<file path="src/rtl/pc_gen.sv">
// rtl/pc_gen.sv - fetch PC generator with boot sequencer, prioritised redirects and BTB prediction
module pc_gen #(
    parameter int              XLEN        = 32,
    parameter logic [XLEN-1:0] RESET_VEC   = '0,
    parameter int              BTB_ENTRIES = 8
) (
    input  logic            clk,
    input  logic            rst_n,
    input  logic            boot_up,
    input  logic            trap_valid,
    input  logic [XLEN-1:0] trap_vec,
    input  logic            redirect_valid,
    input  logic [XLEN-1:0] redirect_pc,
    input  logic            jalr_valid,
    input  logic [XLEN-1:0] jalr_target,
    input  logic            stall,
    input  logic            btb_upd_valid,
    input  logic [XLEN-1:0] btb_upd_pc,
    input  logic [XLEN-1:0] btb_upd_target,
    input  logic            btb_upd_taken,
    output logic [XLEN-1:0] pc,
    output logic            pc_pred_taken,
    output logic            pc_running
);

    localparam int IW = $clog2(BTB_ENTRIES);
    localparam int TW = XLEN - IW - 2;
    localparam logic [XLEN-1:0] ALIGN_MASK = {{(XLEN-2){1'b1}}, 2'b00};

    typedef enum logic [1:0] {
        S_IDLE,
        S_LOAD,
        S_RUN
    } state_t;

    state_t          state_q, state_d;
    logic [XLEN-1:0] pc_q, pc_d;

    logic [BTB_ENTRIES-1:0] valid_q;
    logic [TW-1:0]          tag_q    [BTB_ENTRIES];
    logic [XLEN-1:0]        target_q [BTB_ENTRIES];
    logic [1:0]             ctr_q    [BTB_ENTRIES];

    logic            running;
    logic [IW-1:0]   rd_idx;
    logic [TW-1:0]   rd_tag;
    logic            rd_hit;
    logic            pred_taken;

    logic [IW-1:0]   wr_idx;
    logic [TW-1:0]   wr_tag;
    logic            wr_hit;
    logic            wr_en;
    logic [XLEN-1:0] target_d;
    logic [1:0]      ctr_d;

    assign running = (state_q == S_RUN);

    // Lookup is purely on the registered pc, so a write this cycle only shows up next cycle.
    assign rd_idx     = pc_q[IW+1:2];
    assign rd_tag     = pc_q[XLEN-1:IW+2];
    assign rd_hit     = valid_q[rd_idx] && (tag_q[rd_idx] == rd_tag);
    assign pred_taken = running && rd_hit && ctr_q[rd_idx][1];

    assign wr_idx = btb_upd_pc[IW+1:2];
    assign wr_tag = btb_upd_pc[XLEN-1:IW+2];
    assign wr_hit = valid_q[wr_idx] && (tag_q[wr_idx] == wr_tag);
    assign wr_en  = running && btb_upd_valid && (btb_upd_taken || wr_hit);

    always_comb begin
        target_d = target_q[wr_idx];
        ctr_d    = ctr_q[wr_idx];
        if (btb_upd_taken) begin
            target_d = btb_upd_target;
            if (!wr_hit) begin
                ctr_d = 2'b10;
            end else if (ctr_q[wr_idx] != 2'b11) begin
                ctr_d = ctr_q[wr_idx] + 2'd1;
            end
        end else if (ctr_q[wr_idx] != 2'b00) begin
            ctr_d = ctr_q[wr_idx] - 2'd1;
        end
    end

    always_comb begin
        state_d = state_q;
        pc_d    = RESET_VEC;
        case (state_q)
            S_IDLE: if (boot_up) state_d = S_LOAD;
            S_LOAD: if (!boot_up) state_d = S_RUN;
            S_RUN: begin
                if (trap_valid) begin
                    pc_d = trap_vec;
                end else if (redirect_valid) begin
                    pc_d = redirect_pc;
                end else if (jalr_valid) begin
                    pc_d = jalr_target;
                end else if (stall) begin
                    pc_d = pc_q;
                end else if (pred_taken) begin
                    pc_d = target_q[rd_idx];
                end else begin
                    pc_d = pc_q + XLEN'(4);
                end
                pc_d = pc_d & ALIGN_MASK;
            end
            default: state_d = S_IDLE;
        endcase
    end

    always_ff @(posedge clk) begin
        if (!rst_n) begin
            state_q <= S_IDLE;
            pc_q    <= RESET_VEC;
        end else begin
            state_q <= state_d;
            pc_q    <= pc_d;
        end
    end

    always_ff @(posedge clk) begin
        if (!rst_n) begin
            valid_q <= '0;
        end else if (wr_en) begin
            valid_q[wr_idx] <= 1'b1;
        end
    end

    // Tag, target and counter need no reset: they are qualified by valid_q.
    always_ff @(posedge clk) begin
        if (rst_n && wr_en) begin
            tag_q[wr_idx]    <= wr_tag;
            target_q[wr_idx] <= target_d;
            ctr_q[wr_idx]    <= ctr_d;
        end
    end

    assign pc            = pc_q;
    assign pc_pred_taken = pred_taken;
    assign pc_running    = running;

endmodule

</file>
<file path="config.mk">
export PLATFORM = sky130hd
export DESIGN_NAME = pc_gen
export DESIGN_NICKNAME = d
export VERILOG_FILES = /design/src/rtl/pc_gen.sv
export SDC_FILE = /design/constraint.sdc
export NUM_CORES = 1
export LEC_CHECK = 0
export ABC_CLOCK_PERIOD_IN_PS = 7700
export BUFFER_PORTS_ARGS = -buffer_cell sky130_fd_sc_hd__buf_2
export CORE_MARGIN = 8
export CORE_UTILIZATION = 45
export CTS_CLUSTER_SIZE = 30
export DETAILED_ROUTE_END_ITERATION = 10
export PLACE_DENSITY = 0.68
export SYNTH_ARGS = -nofsm -noshare
export SYNTH_HDL_FRONTEND = slang
export SYNTH_SLANG_ARGS = --single-unit
</file>
<file path="constraint.sdc">
create_clock -name clk -period 7.7 [get_ports clk]
set_input_delay 0.77 -clock clk [delete_from_list [all_inputs] [get_ports clk]]
set_output_delay 0.77 -clock clk [all_outputs]
set_load 0.01 [all_outputs]
</file>
==> metrics.txt <==
Synth Cell Area=23600 sq um; met1 Track Usage GR=27.5%; Leak Pwr=0.00895 uW; aggregate routed wire length=between 60 and 70 mm; Die Area=60100 sq um; Synth area leader=edfxtp_1; most common cell after layout, fill and taps aside=edfxtp_1; DR vias/cell=6.12; max frequency=185 MHz; core area=~52000 sq um; met2 Track Usage GR=35.1%; startpoint types=input pin; CTS H-tree lvls=2; Compound-Gate Fraction of Synth Area=a little under 6%; pin count of the biggest net entering global routing=between 70 and 80; clock slew at reported path FFs=roughly 60 ps; Worst Setup End Kind=flop; Final GP Congestion=0.886; Chip Width=245 um; initial core utilization=45.2%; grt met3 use=3.73%; DRC viols=0; min-delay worst type=in -> reg; Hold Startpoint=boot_up; Worst Hold Path Cells=3; cells after synthesis=1474; worst skew pair latency=640 ps; Worst Setup SP=btb_upd_pc[4]; Synth Area in Adders=0.0530%; Ys Warns=0; mux contribution to synthesized area=19.4%; global-route wire length before repair=96.0 mm; number of port buffers=190; Synth Area in XOR/XNOR=2.85%; crit-path max FO=35; DR vias=14660; most frequent cells in the layout=edfxtp_1 (472), buf_2 (189), mux4_2 (137); Root Driver=clkbuf_16; Slew @ Worst Pin=1020 ps; gr ovfl total=0; final net count=around 1800; initial antenna violation count=7; VDD IR-drop max=0.179 mV; #FFs+latches synth=515; CTS Hold Bufs=0; Final Max Slew Viols=0; register area share after synthesis=63.6%; die height=245 um; share of layout cells above drive strength 1=29.7%; Final Power=a little over 6000 uW; Num Clock Sinks=515; prevailing post-synth register cell=edfxtp_1; Hold Path Sink=state_q[0]$_SDFFE_PN0P_; busiest grt layer=met2; Worst R2R Setup Slack=between 3000 and 4000 ps; initial drt markers=1359; Max-Cap Viols=0; Total Negative Setup Slacks=0 ps; Post-CTS Repair Setup Buffers=0; count of final hold-check violations=0; vias in the first global route=15160; P&R area growth vs syn=15.5%; reg2reg path depth=9; worst flop-to-flop path endpoint=pc[30]$_SDFFE_PN0N_; RSZ-0062 raised after global routing=false; CTS tree=yes; hpwl dp=around 42 mm; CTS resizes=0; Critical Path RT=7990 ps; TritonRoute pass-1 iters=5; Async SR Flop Fraction=0%; CTS Buffer Depth=3; crit share post-route=70.4%; Crit Path Class=in -> reg; worst relative slew slack=31.8%; Rows=84; Synth Area per Inst=16.0 sq um; Synth Area in Simple Gates=6.09%; I/O pin count=roughly 200; minimum clock period=5420 ps; Worst Skew=34.8 ps; wire per inst=26.9 um; area share of the largest cell type after synthesis=approximately 60%; total CTS buffers=54; power per cell area=222 nW/um^2; largest family of logic cells by synthesized area=multiplexers; Area contributors post-synth=edfxtp_1 (60%), mux4_2 (13%), mux2i_1 (4.6%); GRT Resource Usage Total=21.1%; Post-DRT Antenna Nets=0; Critical Path AT=5710 ps; Post-synth EDFFs=between 400 and 500; Setup violations, final=0; status=completed; synth unique cells=63
-- worst max-delay path, stage by stage --
cell	delay (ps)
buf_2	630
buf_4	590
mux2_4	340
a221o_1	310
a222oi_1	520
xnor2_1	100
or4_1	430
nor3_2	220
a41oi_2	400
nor3_2	950
buf_4	390
-- worst max-delay path by stage --
stage,slack (ps),cells past startpoint,endpoint
2_1_floorplan,1500,10,ctr_q[1][0]$_DFFE_PP_
3_3_place_gp,1710,11,tag_q[5][0]$_DFFE_PP_
3_5_place_dp,1660,11,tag_q[5][14]$_DFFE_PP_
4_1_cts,2290,11,tag_q[5][0]$_DFFE_PP_
5_1_grt,2090,11,tag_q[5][26]$_DFFE_PP_
6_report,2280,11,tag_q[5][14]$_DFFE_PP_
-- kinds of logic (layout without fill, tap and decap cells) --
family,count (synthesis),in the layout
fa+ha+maj,1,1
xor+xnor,77,77
simple gates,286,286
other cells,1,5
flops,515,515
buf+inv,110,341
mux,282,282
compound gates,202,202
-- flip-flops by register name, summed over array words and instances (netlist names), named ones only --
name	flops
tag_q	216
pc	30
ctr_q	16
target_q	240
valid_q	8
state_q	2
-- cell type report --
type | instances | area (sq um)
inverters | 15 | 56.3
well taps | 688 | 861
flip-flops and latches | 515 | 15000
multi-input cells | 850 | 8230
clock buffers | 79 | 1590
clock inverters | 21 | 253
fillers | 4211 | 24900
repair buffers | 226 | 1260
diodes | 3 | 7.51
-- routing by layer --
metal,wire (um),up-vias
li1,-,6340
met1,25200,7555
met2,32100,644
met3,5000,113
met4,2030,8
met5,47,-
-- power breakdown --
| part | internal, uW | switching (uW) |
|---|---|---|
| clock network | 1570 | 1100 |
| logic | 126 | 192 |
| registers | 3050 | 13.3 |
-- cells in the mapped netlist (all sizes together), types with 28 or more instances --
cell type	number
clkbuf	45
xor2	31
dfxtp	43
nand3	39
buf	50
mux2i	108
a21oi	28
mux4	137
xnor2	46
nor2	44
edfxtp	472
mux2	37
nor3	28
o21ai	54
nand2	85
-- metrics by stage --
stage | instance area (sq um) | instances | hold slack (ps) | setup WS, ps | util [%]
after floorplan | 23600 | 1475 | 404 | 1500 | -
after global placement | 25500 | 2294 | 412 | 1710 | 48.7
after detailed placement | 25500 | 2294 | 429 | 1660 | 48.7
after CTS | 27300 | 2394 | 367 | 2290 | 52.3
after global routing | 27300 | 2395 | 396 | 2090 | 52.3
final | 27300 | 2397 | 397 | 2280 | 52.3
No activity file was read; power rests on OpenSTA's default activity.
